<file path="config.mk">
export PLATFORM = sky130hd
export DESIGN_NAME = alu_operand_loader
export DESIGN_NICKNAME = d
export VERILOG_FILES = /design/src/rtl/alu_operand_loader.sv
export SDC_FILE = /design/constraint.sdc
export NUM_CORES = 1
export LEC_CHECK = 0
export ABC_AREA = 1
export BUFFER_PORTS_ARGS = -buffer_cell sky130_fd_sc_hd__buf_4
export CAP_MARGIN = 15
export CORE_AREA = 2 2 40 79
export DETAILED_ROUTE_END_ITERATION = 10
export DIE_AREA = 0 0 42 81
export PLACE_DENSITY_LB_ADDON = 0.15
export SLEW_MARGIN = 20
export SYNTH_ARGS = -nofsm -noshare
export SYNTH_HDL_FRONTEND = slang
export SYNTH_SLANG_ARGS = --single-unit
</file>
<file path="constraint.sdc">
create_clock -name clk -period 2.7 [get_ports clk]
set_input_delay 0.54 -clock clk [delete_from_list [all_inputs] [get_ports clk]]
set_output_delay 0.54 -clock clk [all_outputs]
set_load 0.02 [all_outputs]
</file>
<file path="src/rtl/alu_operand_loader.sv">
// Front end of the N-bit ALU. It synchronises and debounces the pushbuttons and
// sequences operand entry (A, then B, then op) into registered ALU inputs.
module alu_operand_loader #(
    parameter int N               = 4,
    parameter int DEBOUNCE_CYCLES = 4
) (
    input  logic         clk,
    input  logic         rst,
    input  logic [N-1:0] sw,
    input  logic [2:0]   op_sw,
    input  logic         btn_load_n,
    input  logic         btn_clear_n,
    input  logic         btn_sum_n,
    input  logic         btn_subt_n,
    output logic [N-1:0] a,
    output logic [N-1:0] b,
    output logic [2:0]   op,
    output logic         op_sum,
    output logic         op_subt,
    output logic         operands_valid,
    output logic [1:0]   state
);

    localparam int CW = $clog2(DEBOUNCE_CYCLES + 1);
    localparam logic [CW-1:0] CNT_LAST = CW'(DEBOUNCE_CYCLES - 1);

    localparam int BTN_LOAD  = 0;
    localparam int BTN_CLEAR = 1;
    localparam int BTN_SUM   = 2;
    localparam int BTN_SUBT  = 3;

    typedef enum logic [1:0] {
        LOAD_A  = 2'd0,
        LOAD_B  = 2'd1,
        LOAD_OP = 2'd2,
        READY   = 2'd3
    } state_t;

    logic [3:0] btn_raw_n;
    logic [3:0] deb_lvl;
    logic [3:0] deb_prev_reg;

    assign btn_raw_n = {btn_subt_n, btn_sum_n, btn_clear_n, btn_load_n};

    // Per button: 2-FF synchroniser followed by a saturating agreement counter.
    // The level flips on the DEBOUNCE_CYCLES-th consecutive differing sample.
    genvar gi;
    generate
        for (gi = 0; gi < 4; gi++) begin : g_btn
            logic          sync1_reg;
            logic          sync2_reg;
            logic          lvl_reg;
            logic [CW-1:0] cnt_reg;

            always_ff @(posedge clk) begin
                if (rst) begin
                    sync1_reg <= 1'b1;
                    sync2_reg <= 1'b1;
                    lvl_reg   <= 1'b1;
                    cnt_reg   <= '0;
                end else begin
                    sync1_reg <= btn_raw_n[gi];
                    sync2_reg <= sync1_reg;
                    if (sync2_reg == lvl_reg) begin
                        cnt_reg <= '0;
                    end else if (cnt_reg == CNT_LAST) begin
                        lvl_reg <= sync2_reg;
                        cnt_reg <= '0;
                    end else begin
                        cnt_reg <= cnt_reg + 1'b1;
                    end
                end
            end

            assign deb_lvl[gi] = lvl_reg;
        end
    endgenerate

    always_ff @(posedge clk) begin
        if (rst) begin
            deb_prev_reg <= '1;
        end else begin
            deb_prev_reg <= deb_lvl;
        end
    end

    logic load_evt;
    logic clear_evt;

    // One-cycle pulse on the debounced press edge only; release is ignored.
    assign load_evt  = deb_prev_reg[BTN_LOAD]  & ~deb_lvl[BTN_LOAD];
    assign clear_evt = deb_prev_reg[BTN_CLEAR] & ~deb_lvl[BTN_CLEAR];

    state_t       state_reg, state_next;
    logic [N-1:0] a_reg, a_next;
    logic [N-1:0] b_reg, b_next;
    logic [2:0]   op_reg, op_next;
    logic         valid_reg;
    logic         op_sum_reg;
    logic         op_subt_reg;

    always_comb begin
        state_next = state_reg;
        a_next     = a_reg;
        b_next     = b_reg;
        op_next    = op_reg;
        if (clear_evt) begin
            state_next = LOAD_A;
            a_next     = '0;
            b_next     = '0;
            op_next    = 3'b111;
        end else if (load_evt) begin
            case (state_reg)
                LOAD_A: begin
                    a_next     = sw;
                    state_next = LOAD_B;
                end
                LOAD_B: begin
                    b_next     = sw;
                    state_next = LOAD_OP;
                end
                LOAD_OP: begin
                    op_next    = op_sw;
                    state_next = READY;
                end
                READY: begin
                    a_next     = sw;
                    state_next = LOAD_B;
                end
                default: state_next = LOAD_A;
            endcase
        end
    end

    always_ff @(posedge clk) begin
        if (rst) begin
            state_reg   <= LOAD_A;
            a_reg       <= '0;
            b_reg       <= '0;
            op_reg      <= 3'b111;
            valid_reg   <= 1'b0;
            op_sum_reg  <= 1'b0;
            op_subt_reg <= 1'b0;
        end else begin
            state_reg   <= state_next;
            a_reg       <= a_next;
            b_reg       <= b_next;
            op_reg      <= op_next;
            valid_reg   <= (state_next == READY);
            op_sum_reg  <= ~deb_lvl[BTN_SUM];
            // Sum has priority when both buttons are held.
            op_subt_reg <= ~deb_lvl[BTN_SUBT] & deb_lvl[BTN_SUM];
        end
    end

    assign a              = a_reg;
    assign b              = b_reg;
    assign op             = op_reg;
    assign op_sum         = op_sum_reg;
    assign op_subt        = op_subt_reg;
    assign operands_valid = valid_reg;
    assign state          = state_reg;

endmodule

</file>
# ---- Word-level counts from Yosys, hierarchy flattened
# Index checks and enable logic that the tools add are counted.
dict set report totals {
  reg_bits 42
  latchBits 0
  mem_bits_rw 0
  mem_bits_ro 0
  in_bits 13
  out_inout_bits 16
  n_memories 0
}
dict set report classes {
  add_sub_neg 4
  n_mul 0
  div 0
  magnitude_cmp 0
  n_eq_ne 12
  shifts 0
  n_mux 3
  n_bitwise 11
  reduce_logical 14
}
# cell n
set op_table {}
lappend op_table {{$reduce_and A2 Y1} 7}
lappend op_table {{$add A3 B1 Y3 const B} 4}
lappend op_table {{$eq A3 B2 Y1 const B} 4}
lappend op_table {{$reduce_or A3 Y1} 4}
lappend op_table {{$not A1 Y1} 8}
lappend op_table {{$eq A2 B2 Y1 const B} 3}
lappend op_table {{$pmux W2 S3} 1}
lappend op_table {{$eq A1 B1 Y1} 4}
lappend op_table {{$mux W2} 2}
lappend op_table {{$reduce_or A2 Y1} 2}
lappend op_table {{$and A1 B1 Y1} 3}
lappend op_table {{$eq A2 B1 Y1 const B} 1}
lappend op_table {{$logic_not A2 Y1} 1}

# ---- Longest topological paths before layout
# Gate-level depths: netlist (run 1).
dict set report depth {
  depth_word 6
  ltp_mapped 7
  mapped_depth_nobuf 7
}

# ---- Worst setup path before layout (run 1)
# No wires, ideal clock.
dict set report synth_path {
  path_type {reg2reg}
  startpoint {reg state_reg[0] (netlist: state[0])}
  endpoint {reg a_reg[0] (netlist: a[0])}
  setup_time_ns 0.114
  arrival_time_ns 1.198
  setup_slack_ns 1.388
  stages_incl_launch_ff 7
  n_path_buf 0
  cell_sequence {dfxtp_1 > inv_1 > ha_1 > nand3_1 > nand2_1 > nand2_1 > nor2_1}
}
dict set report synth_via {
  elab_chain_cells 3
  word_cells_on_any_way 4
}
# element line
set synth_lines {}
lappend synth_lines {{start: declaration} 94} ;# state_t state_reg, state_next;
lappend synth_lines {{start signal: assignment} 145} ;# state_reg <= state_next;
lappend synth_lines {{$eq A2 B2 Y1 or $logic_not A2 Y1 (tied branches)} 113} ;# case (state_reg)
lappend synth_lines {{$reduce_or A2 Y1 (no source line) *} n/a}
lappend synth_lines {{$reduce_and A2 Y1 (no source line) *} n/a}
lappend synth_lines {{end signal: assignment} 146} ;# a_reg <= a_next;
lappend synth_lines {{end: declaration} 95} ;# logic [N-1:0] a_reg, a_next;
# Mark *: on every way between the ends. The rest lies on a longest branch, timed or not.
# A chain may end at the register's enable or synchronous reset.

# ---- Worst setup path after layout (run 1)
dict set report layout_path {
  startpoint {reg state_reg[1] (netlist: state[1])}
  endpoint {out state[1]}
}
# element line
set layout_rtl {}
lappend layout_rtl {{end: declaration} 21} ;# output logic [1:0] state
# No word-level cell between the ends.

==> impl_results.md, run 1 <==
* Status: finished clean
* Worst-Margin Slew at 0.550 ns
* Leakage at 0.932 nW
* Endpoint class of the critical path: output port
* Post-DP Area at 1770 sq um
* Filler cells at 251
* Core Region at 2840 sq um
* Cells after synthesis at 186
* Hold Crit Depth at 1
* Reg-to-reg slack, setup at 1.32 ns
* Crit Path Class: reg2out
* Setup Buffers After CTS at 0
* CTS Hold Bufs at 0
* Initial antenna violation count at 0
* Number of diodes at 0
* Largest net degree at the start of global routing at 22
* Starting Density at 54.3%
* Maximum clock rate at 714 MHz
* Placed cells at 241
* Yosys warning count at 0
* H-tree Lvls at 2
* Hpwl dp at 1740 um
* Unrepaired setup endpoints after global routing: no
* Post_cts resized at 0
* Layout Area Growth over Synthesis at 20.9%
* Mapped cell area at 1540 sq um
* First-pass GRT wire length at 4200 um
* WL/cell at 9.56 um
* Final non-filler cell total at 249
* Root buf cell: clkbuf_8
* Critical Path Start Type: flip-flop
* Final Max Slew Viols at 0
* Final WS setup at 1.30 ns
* Skew final at 0.00451 ns
* Seq/Total Area, Yosys at 54.6%
* WP data required at 2.16 ns
* Final setup viols at 0
* Post-Syn Nets at 210
* Most frequent cells in the layout: dfxtp_1, nor2_1, nand2_1, buf_4, inv_1
* Bufs on Longest Clock Path at 2
* FF-to-FF End: a[2]
* Relative slew margins at 63.3%
* TritonRoute pass-1 iters at 4
* RD Place Congestion at 0.685
* Crit path arrival time at 0.86 ns
* Ports at 29
* Worst hold path class: reg2reg
* Switching share of power at 21.1%
* Pwr dens at 579 nW/um^2
* CP max stage cell: dfxtp_1
* Cell Rows at 28
* Vias per cell at 4.79
* MaxCap Viol Count at 0
* CP top delay family: flip-flops
* Vias in the first global route at 1052
* Worst path buffer plus inverter count at 1
* Total gr overflow at 0
* Reg2reg path depth at 6
* Fin nets at 242
* Part of the power in the clock network at 38.4%
* Die Area at 3400 sq um
* #FFs+latches synth at 42
* Tmin final at 1.40 ns
* Syn Area/Cell at 8.28 sq um
* Initial DRC Count at 19
* Crit-path cells: buf_4
* Crit-path max cell delay at 0.40 ns
* Final Hold Viols at 0
* Die Span X at 42 um
* Worst-path clk slew at 0.08 ns
* Reg-to-Reg Start: state[0]
* Pre-CTS setup slack at 1.23 ns
* CP Max Fanout at 4
* Drc violations at 0
* Post-route cell area at 1860 sq um
* Hold EP: g_btn[2].sync2_reg
* Worst-Skew Late Latency at 0.29 ns
* Setup_tns at 0 ns
* Seq pwr share at 58.4%
* Netlist cell types at 14
* Most common cell after layout, fill and taps aside: dfxtp_1
* Max FFs per register at 12
* Internal power at 0.000850 W
* IO Port Bufs at 28
* TritonCTS Buffers at 5
* Vias at 1193
* Sw Pwr at 0.000227 W
* Die span in y at 81 um
* Post-DRT Antenna Nets at 0
* DRT Wirelength at 2380 um
* Peak supply drop at 613 uV
* Combinational share of power at 3.1%
* Tcrit/Tclk final at 51.9%
* Total track usage at 16.3%
* Hold_sp: g_btn[2].sync1_reg
* Clock sinks at 42
* Share of post-route cells with drive strength above 1 at 21.5%
* CTS tree: done
[Yosys cell counts, drive strengths merged]
| library cell | number | share of area (%) |
|---|---|---|
| nor2 | 39 | 9.5 |
| o21ai | 4 | 1.3 |
| nand2 | 34 | 8.3 |
| a21oi | 9 | 3.2 |
| nand3 | 9 | 2.9 |
| nor3 | 1 | 0.32 |
| dfxtp | 42 | 55 |
| or2 | 8 | 3.2 |
| buf | 3 | 1.4 |
| ha | 11 | 8.9 |
| inv | 26 | 6.3 |
[power by group through the flow]
stage / registers (W) / clock network, W / logic (W)
floorplan: 0.000643 / 0 / 0.0000191
global route: 0.000630 / 0.000448 / 0.0000386
global placement: 0.000644 / 0 / 0.0000335
detailed placement: 0.000644 / 0 / 0.0000344
CTS: 0.000629 / 0.000427 / 0.0000345
finish: 0.000630 / 0.000414 / 0.0000339
[per-layer routing]
metal	GRT usage, %	vias to the layer above	share of wire (%)
met5	0	-	0
met4	9.68	0	2.9
met3	4.67	5	5.2
met2	28.1	27	49
met1	17.3	535	42
li1	-	626	-
[logic make-up after synthesis]
family | synth area share [%]
AO/OA/AOI/OAI | 4.47
adder cells (fa/ha/maj) | 8.94
buffers and inverters | 7.72
flip-flops | 54.6
AND/OR/NAND/NOR | 24.3
[per-stage QoR]
stage	hold WS, ns	utilization (%)	power [W]
after floorplan	0.389	-	0.000663
after global placement	0.391	62.3	0.000677
after detailed placement	0.397	62.3	0.000679
after CTS	0.415	65.6	0.00109
after global routing	0.415	65.6	0.00112
final	0.411	65.6	0.00108
[layout make-up]
cell class,instances,area [sq um],area share (%)
well taps,30,37.5,2.02
clock buffers,6,82.6,4.44
repair buffers,28,210,11.3
clock inverters,2,12.5,0.672
flip-flops and latches,42,841,45.2
inverters,26,97.6,5.24
multi-input cells,115,581,31.2
[how the worst max path moves through the flow]
stage | cells past startpoint | startpoint | to
6_report | 1 | state[1] | state[1]
3_5_place_dp | 4 | rst | operands_valid
2_1_floorplan | 6 | state[0] | a[0]
4_1_cts | 1 | state[1] | state[1]
5_1_grt | 6 | state[0] | a[2]
3_3_place_gp | 4 | rst | operands_valid
No activity file was read; power rests on OpenSTA's default activity.
==> run 2: changes to the inputs <==
--- a/config.mk
+++ b/config.mk
@@ -5,12 +5,12 @@
 export SDC_FILE = /design/constraint.sdc
 export NUM_CORES = 1
 export LEC_CHECK = 0
-export ABC_AREA = 1
+export ABC_AREA = 0
 export BUFFER_PORTS_ARGS = -buffer_cell sky130_fd_sc_hd__buf_4
 export CAP_MARGIN = 15
-export CORE_AREA = 2 2 40 79
+export CORE_AREA = 2 2 42 82
 export DETAILED_ROUTE_END_ITERATION = 10
-export DIE_AREA = 0 0 42 81
+export DIE_AREA = 0 0 44 84
 export PLACE_DENSITY_LB_ADDON = 0.15
 export SLEW_MARGIN = 20
 export SYNTH_ARGS = -nofsm -noshare
==> constraint.sdc (replaced) <==
create_clock -name clk -period 1.3 [get_ports clk]
set_input_delay 0.26 -clock clk [delete_from_list [all_inputs] [get_ports clk]]
set_output_delay 0.26 -clock clk [all_outputs]
set_load 0.02 [all_outputs]
==> impl_results.md, run 2 <==
* Vias per cell at 5.17
* Final setup viols at 0
* Peak supply drop at 877 uV
* FF-to-FF End: g_btn[1].cnt_reg[0]
* Worst-Margin Slew at 0.288 ns
* Cell Rows at 29
* Total track usage at 16.5%
* Worst-Skew Late Latency at 0.28 ns
* Hpwl dp at 2050 um
* Most frequent cells in the layout: dfxtp_1, buf_4, nand3_1, nand2_1
* Initial DRC Count at 14
* Met3 global-route usage at 4.55%
* Core Region at 3120 sq um
* Cells after synthesis at 153
* Die Area at 3700 sq um
* Number of diodes at 0
* Seq/Total Area, Yosys at 54.8%
* DRT Wirelength at 2710 um
* First-pass GRT wire length at 4530 um
* Async S/R FF share, synth at 0%
* Ports at 29
* Post-synth top area share at 54.8%
* TritonRoute pass-1 iters at 4
* Crit Path Class: reg2reg
* Yosys warning count at 0
* Leakage at 0.802 nW
* Hold EP: g_btn[3].sync1_reg
* Post-DRT Antenna Nets at 0
* CTS Hold Bufs at 0
* #FFs+latches synth at 42
* Netlist cell types at 23
* TritonCTS Buffers at 5
* Hold Slack at 0.155 ns
* Reg-to-Reg Start: g_btn[1].cnt_reg[0]
* Syn Area/Cell at 10.0 sq um
* Largest net degree at the start of global routing at 17
* Reg2reg path depth at 4
* Worst hold path class: in2reg
* Count leader, synth: dfxtp_1
* Bufs on Longest Clock Path at 2
* Top cells by area, synth: dfxtp_1, ha_1, nand3_1, or2_2, nor2_1
* Reg-to-reg slack, setup at 0.06 ns
* Critical Path Start Type: flip-flop
* Hold_sp: btn_subt_n
* Post-DP Area at 1820 sq um
* Share of post-route cells with drive strength above 1 at 39.6%
* RD Place Congestion at 0.811
* Tmin final at 1.24 ns
* Die Span X at 44 um
* Skew final at 0.00455 ns
* Most frequent cells after synthesis: dfxtp_1, nand3_1, nor2_1, ha_1, nand2_1
* Root buf cell: clkbuf_8
* Most common cell after layout, fill and taps aside: dfxtp_1
* Vias in the first global route at 1163
* Final Power at 0.00218 W
* Ys flop type: dfxtp_1
* Cell taking the most area after synthesis: dfxtp_1
* H-tree Lvls at 2
* Die span in y at 84 um
* Post-synth EDFFs at 0
* Relative slew margins at 80.8%
* Post-route cell area at 1980 sq um
* CP max stage cell: or3_4
* Max FFs per register at 12
* WL/cell at 12.2 um
* Pwr dens at 1100 nW/um^2
* CTS tree: done
* Status: finished clean
* Initial antenna violation count at 0
* Crit-path max cell delay at 0.40 ns
* Crit-path cells: ha_1 -> ha_2 -> or3_4 -> nor2_1
* Final Max Slew Viols at 0
* MaxCap Viol Count at 0
* Starting Density at 49.2%
* Maximum clock rate at 803 MHz
* Total gr overflow at 0
* Fin nets at 217
* Most used routing layer in global routing: met2
* Post-Syn Nets at 177
* Final Hold Viols at 0
* Mapped cell area at 1530 sq um
* Vias at 1154
* CP Max Fanout at 3
* Tcrit/Tclk final at 95.7%
* IO Port Bufs at 28
* Met2 usage at 28.2%
* Crit path arrival time at 1.47 ns
* Hold Crit Depth at 2
* Drc violations at 0
* Clock sinks at 42
* Global Route met1 Usage at 16.5%
* Worst-path clk slew at 0.07 ns
* Layout Area Growth over Synthesis at 28.8%
* WP data required at 1.52 ns
* Endpoint class of the critical path: flip-flop
## run 2: cells by family (layout without fill, tap and decap cells)
logic type	Yosys count	count (layout)	synth area share (%)
adders and majority gates	11	11	8.97
and+or+nand+nor	69	69	24.7
xor gates and xnor gates	4	4	2.28
AOI/OAI and AO/OA	13	13	5.38
DFF	42	42	54.8
buffers and inverters	14	53	3.83
## run 2: final cells by class
class	count	area, sq um
Fill cell	267	1140
Sequential cell	42	848
Multi-Input combinational cell	97	691
Timing Repair Buffer	37	278
Clock buffer	6	82.6
Tap cell	31	38.8
Inverter	10	37.5
## run 2: critical path, delay by kind of cell (launching register included)
kind | cells | cell delay (ns)
AND/OR/NAND/NOR | 2 | 0.49
adder cells (fa/ha/maj) | 2 | 0.38
flip-flops | 1 | 0.32
## run 2: stage by stage
step	instances	setup TNS [ns]	worst slack [ns]	utilization [%]
CTS	222	0	0.00404	61.3
finish	223	0	0.0554	63.3
global placement	216	0	0.0481	58.4
detailed placement	216	-0.00117	-0.00117	58.4
floorplan	153	0	0.0589	-
global route	223	-0.00481	-0.00481	63.3
## run 2: report_power, final
part / internal (W) / switching [W] / leakage, nW
clock: 0.000409 / 0.000384 / 0.0431
combinational: 0.0000459 / 0.0000330 / 0.416
sequential: 0.00130 / 0.00000700 / 0.343
total: 0.00175 / 0.000424 / 0.802
## run 2: repair_timing
| item | CTS | global route |
|---|---|---|
| buffers inserted | 0 | 1 |
| setup endpoints to repair | 4 | 19 |
| gates cloned | 0 | 0 |
| pin swaps | 0 | 11 |
| gates resized for setup | 2 | 16 |
| hold endpoints to repair | 0 | 0 |
## run 2: worst max-delay path by stage
| stage | start | end | slack [ns] | cells past startpoint |
|---|---|---|---|---|
| 2_1_floorplan | state[0] | operands_valid | 0.06 | 4 |
| 3_3_place_gp | g_btn[0].cnt_reg[0] | g_btn[0].cnt_reg[1] | 0.05 | 4 |
| 3_5_place_dp | g_btn[0].cnt_reg[0] | g_btn[0].cnt_reg[1] | -0.001 | 4 |
| 4_1_cts | g_btn[2].cnt_reg[0] | g_btn[2].cnt_reg[0] | 0.004 | 4 |
| 5_1_grt | state[0] | operands_valid | -0.005 | 4 |
| 6_report | g_btn[1].cnt_reg[0] | g_btn[1].cnt_reg[0] | 0.06 | 4 |
## run 2: metal layers
metal	vias up	share of wire, %	wire length, um
met5	-	0	0
met1	536	36	964
met4	0	2.1	58
li1	580	-	-
met2	33	56	1530
met3	5	5.8	158
==> run 3: changes to the inputs <==
--- a/config.mk
+++ b/config.mk
@@ -8,9 +8,9 @@
 export ABC_AREA = 0
 export BUFFER_PORTS_ARGS = -buffer_cell sky130_fd_sc_hd__buf_4
 export CAP_MARGIN = 15
-export CORE_AREA = 2 2 42 82
+export CORE_AREA = 2 2 43 85
 export DETAILED_ROUTE_END_ITERATION = 10
-export DIE_AREA = 0 0 44 84
+export DIE_AREA = 0 0 45 87
 export PLACE_DENSITY_LB_ADDON = 0.15
 export SLEW_MARGIN = 20
 export SYNTH_ARGS = -nofsm -noshare
==> constraint.sdc (replaced) <==
create_clock -name clk -period 1.1 [get_ports clk]
set_input_delay 0.22 -clock clk [delete_from_list [all_inputs] [get_ports clk]]
set_output_delay 0.22 -clock clk [all_outputs]
set_load 0.02 [all_outputs]
==> impl_results.md, run 3 (synthesis results as in run 2) <==
* Layout Area Growth over Synthesis at 41.6%
* Skew final at 0.00355 ns
* Top cell by count, worst path: ha_4
* TritonCTS Buffers at 5
* Worst path buffer plus inverter count at 0
* Cell Rows at 30
* Total track usage at 15.0%
* Hold Slack at 0.112 ns
* Max FFs per register at 12
* DRT Wirelength at 2590 um
* MaxCap Viol Count at 0
* Setup_tns at -0.618 ns
* Final non-filler cell total at 230
* Bufs on Longest Clock Path at 2
* Final setup viols at 21
* Initial antenna violation count at 0
* CTS tree: done
* Total gr overflow at 0
* WL/cell at 11.3 um
* Hold Crit Depth at 2
* Die Span X at 45 um
* FF/Latch Area at 861 sq um
* Tcrit/Tclk final at 106%
* Status: finished with violations
* Ports at 29
* Hold_sp: btn_sum_n
* Largest net degree at the start of global routing at 24
* Fin util at 65.8%
* Reg2reg path depth at 4
* Worst hold path class: in2reg
* Crit-path cells: ha_4 -> ha_4 -> or3_4 -> nor2_2
* Drc violations at 0
* Vias in the first global route at 1038
* Crit path arrival time at 1.39 ns
* Fin nets at 221
* Final WS setup at -0.0618 ns
* WP data required at 1.33 ns
* Filler cells at 281
* Worst-Skew Late Latency at 0.29 ns
* Pwr dens at 1210 nW/um^2
* Hpwl dp at 1890 um
* Die Area at 3920 sq um
* Crit Path Class: reg2reg
* Clock sinks at 42
* Failing checks: setup timing
* Vias per cell at 4.94
* Area of the multi-input gates at 816 sq um
* Placed cells at 220
* CP Max Fanout at 3
* Final Hold Viols at 0
* Vias at 1136
* FF-to-FF End: g_btn[1].cnt_reg[0]
* Die span in y at 87 um
* Unrepaired setup endpoints after global routing: yes
* Starting Density at 46.4%
* Core Region at 3300 sq um
* CP max stage cell: or3_4
* Crit-path max cell delay at 0.35 ns
* Relative slew margins at 76.0%
* Initial DRC Count at 20
* Worst-path clk slew at 0.07 ns
* IO Port Bufs at 28
* Maximum clock rate at 861 MHz
* Critical Path Start Type: flip-flop
* Share of post-route cells with drive strength above 1 at 50.5%
* Endpoint class of the critical path: flip-flop
* Final Max Slew Viols at 0
* Most frequent cells in the layout: buf_4, dfxtp_1, nand3_1, nand2_1
* TritonRoute pass-1 iters at 4
* Post-DRT Antenna Nets at 0
* Pre-CTS setup slack at -0.0754 ns
* Peak supply drop at 908 uV
* Reg-to-Reg Start: g_btn[1].cnt_reg[0]
* Worst-Margin Slew at 0.358 ns
* Most common cell after layout, fill and taps aside: buf_4
* Number of diodes at 0
* RD Place Congestion at 0.746
* Tmin final at 1.16 ns
* CP top delay family: simple AND/OR/NAND/NOR gates
* H-tree Lvls at 2
* First-pass GRT wire length at 4240 um
* Root buf cell: clkbuf_8
* Hold EP: g_btn[2].sync1_reg
* Leakage at 0.850 nW
* Reg-to-reg slack, setup at -0.06 ns
run 3: repair_timing:
item / 4_1_cts / 5_1_grt
gates resized for setup: 8 / 15
hold buffers: 0 / 0
pin swaps: 13 / 12
setup buffers: 1 / 1
setup endpoints to repair: 22 / 25
run 3: metal layers:
metal / wire length, um / track usage, %
met1: 1090 / 17.1
met2: 1290 / 22.7
met3: 115 / 4.36
met4: 95 / 11.2
met5: 0 / 0
run 3: per-stage QoR:
| stage | cell area, sq um | total power [W] |
|---|---|---|
| 2_1_floorplan | 1680 | 0.00163 |
| 3_3_place_gp | 1990 | 0.00167 |
| 3_5_place_dp | 1990 | 0.00167 |
| 4_1_cts | 2110 | 0.00266 |
| 5_1_grt | 2170 | 0.00276 |
| 6_report | 2170 | 0.00262 |
run 3: report_power, final:
group          switching [W]  internal, W
sequential        0.00000981      0.00153
combinational      0.0000403    0.0000559
clock               0.000478     0.000506
run 3: worst reg2reg max path: cells and delay by family, from the launching register on:
| kind | cells | cell delay [ns] |
|---|---|---|
| and+or+nand+nor | 2 | 0.45 |
| adders and majority gates | 2 | 0.32 |
| DFF | 1 | 0.34 |
run 3: how the worst max path moves through the flow:
stage                              from                   to  slack, ns  depth (start not counted)
floorplan                      state[0]       operands_valid      -0.04                          4
global placement    g_btn[3].cnt_reg[0]  g_btn[3].cnt_reg[0]      -0.05                          4
detailed placement  g_btn[3].cnt_reg[0]  g_btn[3].cnt_reg[0]      -0.08                          4
CTS                 g_btn[3].cnt_reg[0]  g_btn[3].cnt_reg[2]      -0.06                          4
global route                   state[0]       operands_valid      -0.13                          4
finish              g_btn[1].cnt_reg[0]  g_btn[1].cnt_reg[0]      -0.06                          4
run 3: final cells by class:
| cell class | instances | share of cell area [%] |
|---|---|---|
| timing repair buffer | 41 | 15.0 |
| clock buffer | 7 | 3.97 |
| sequential | 42 | 39.6 |
| inverter | 10 | 1.73 |
| clock inverter | 1 | 0.230 |
| tap | 32 | 1.84 |
| multi-input combinational | 97 | 37.6 |
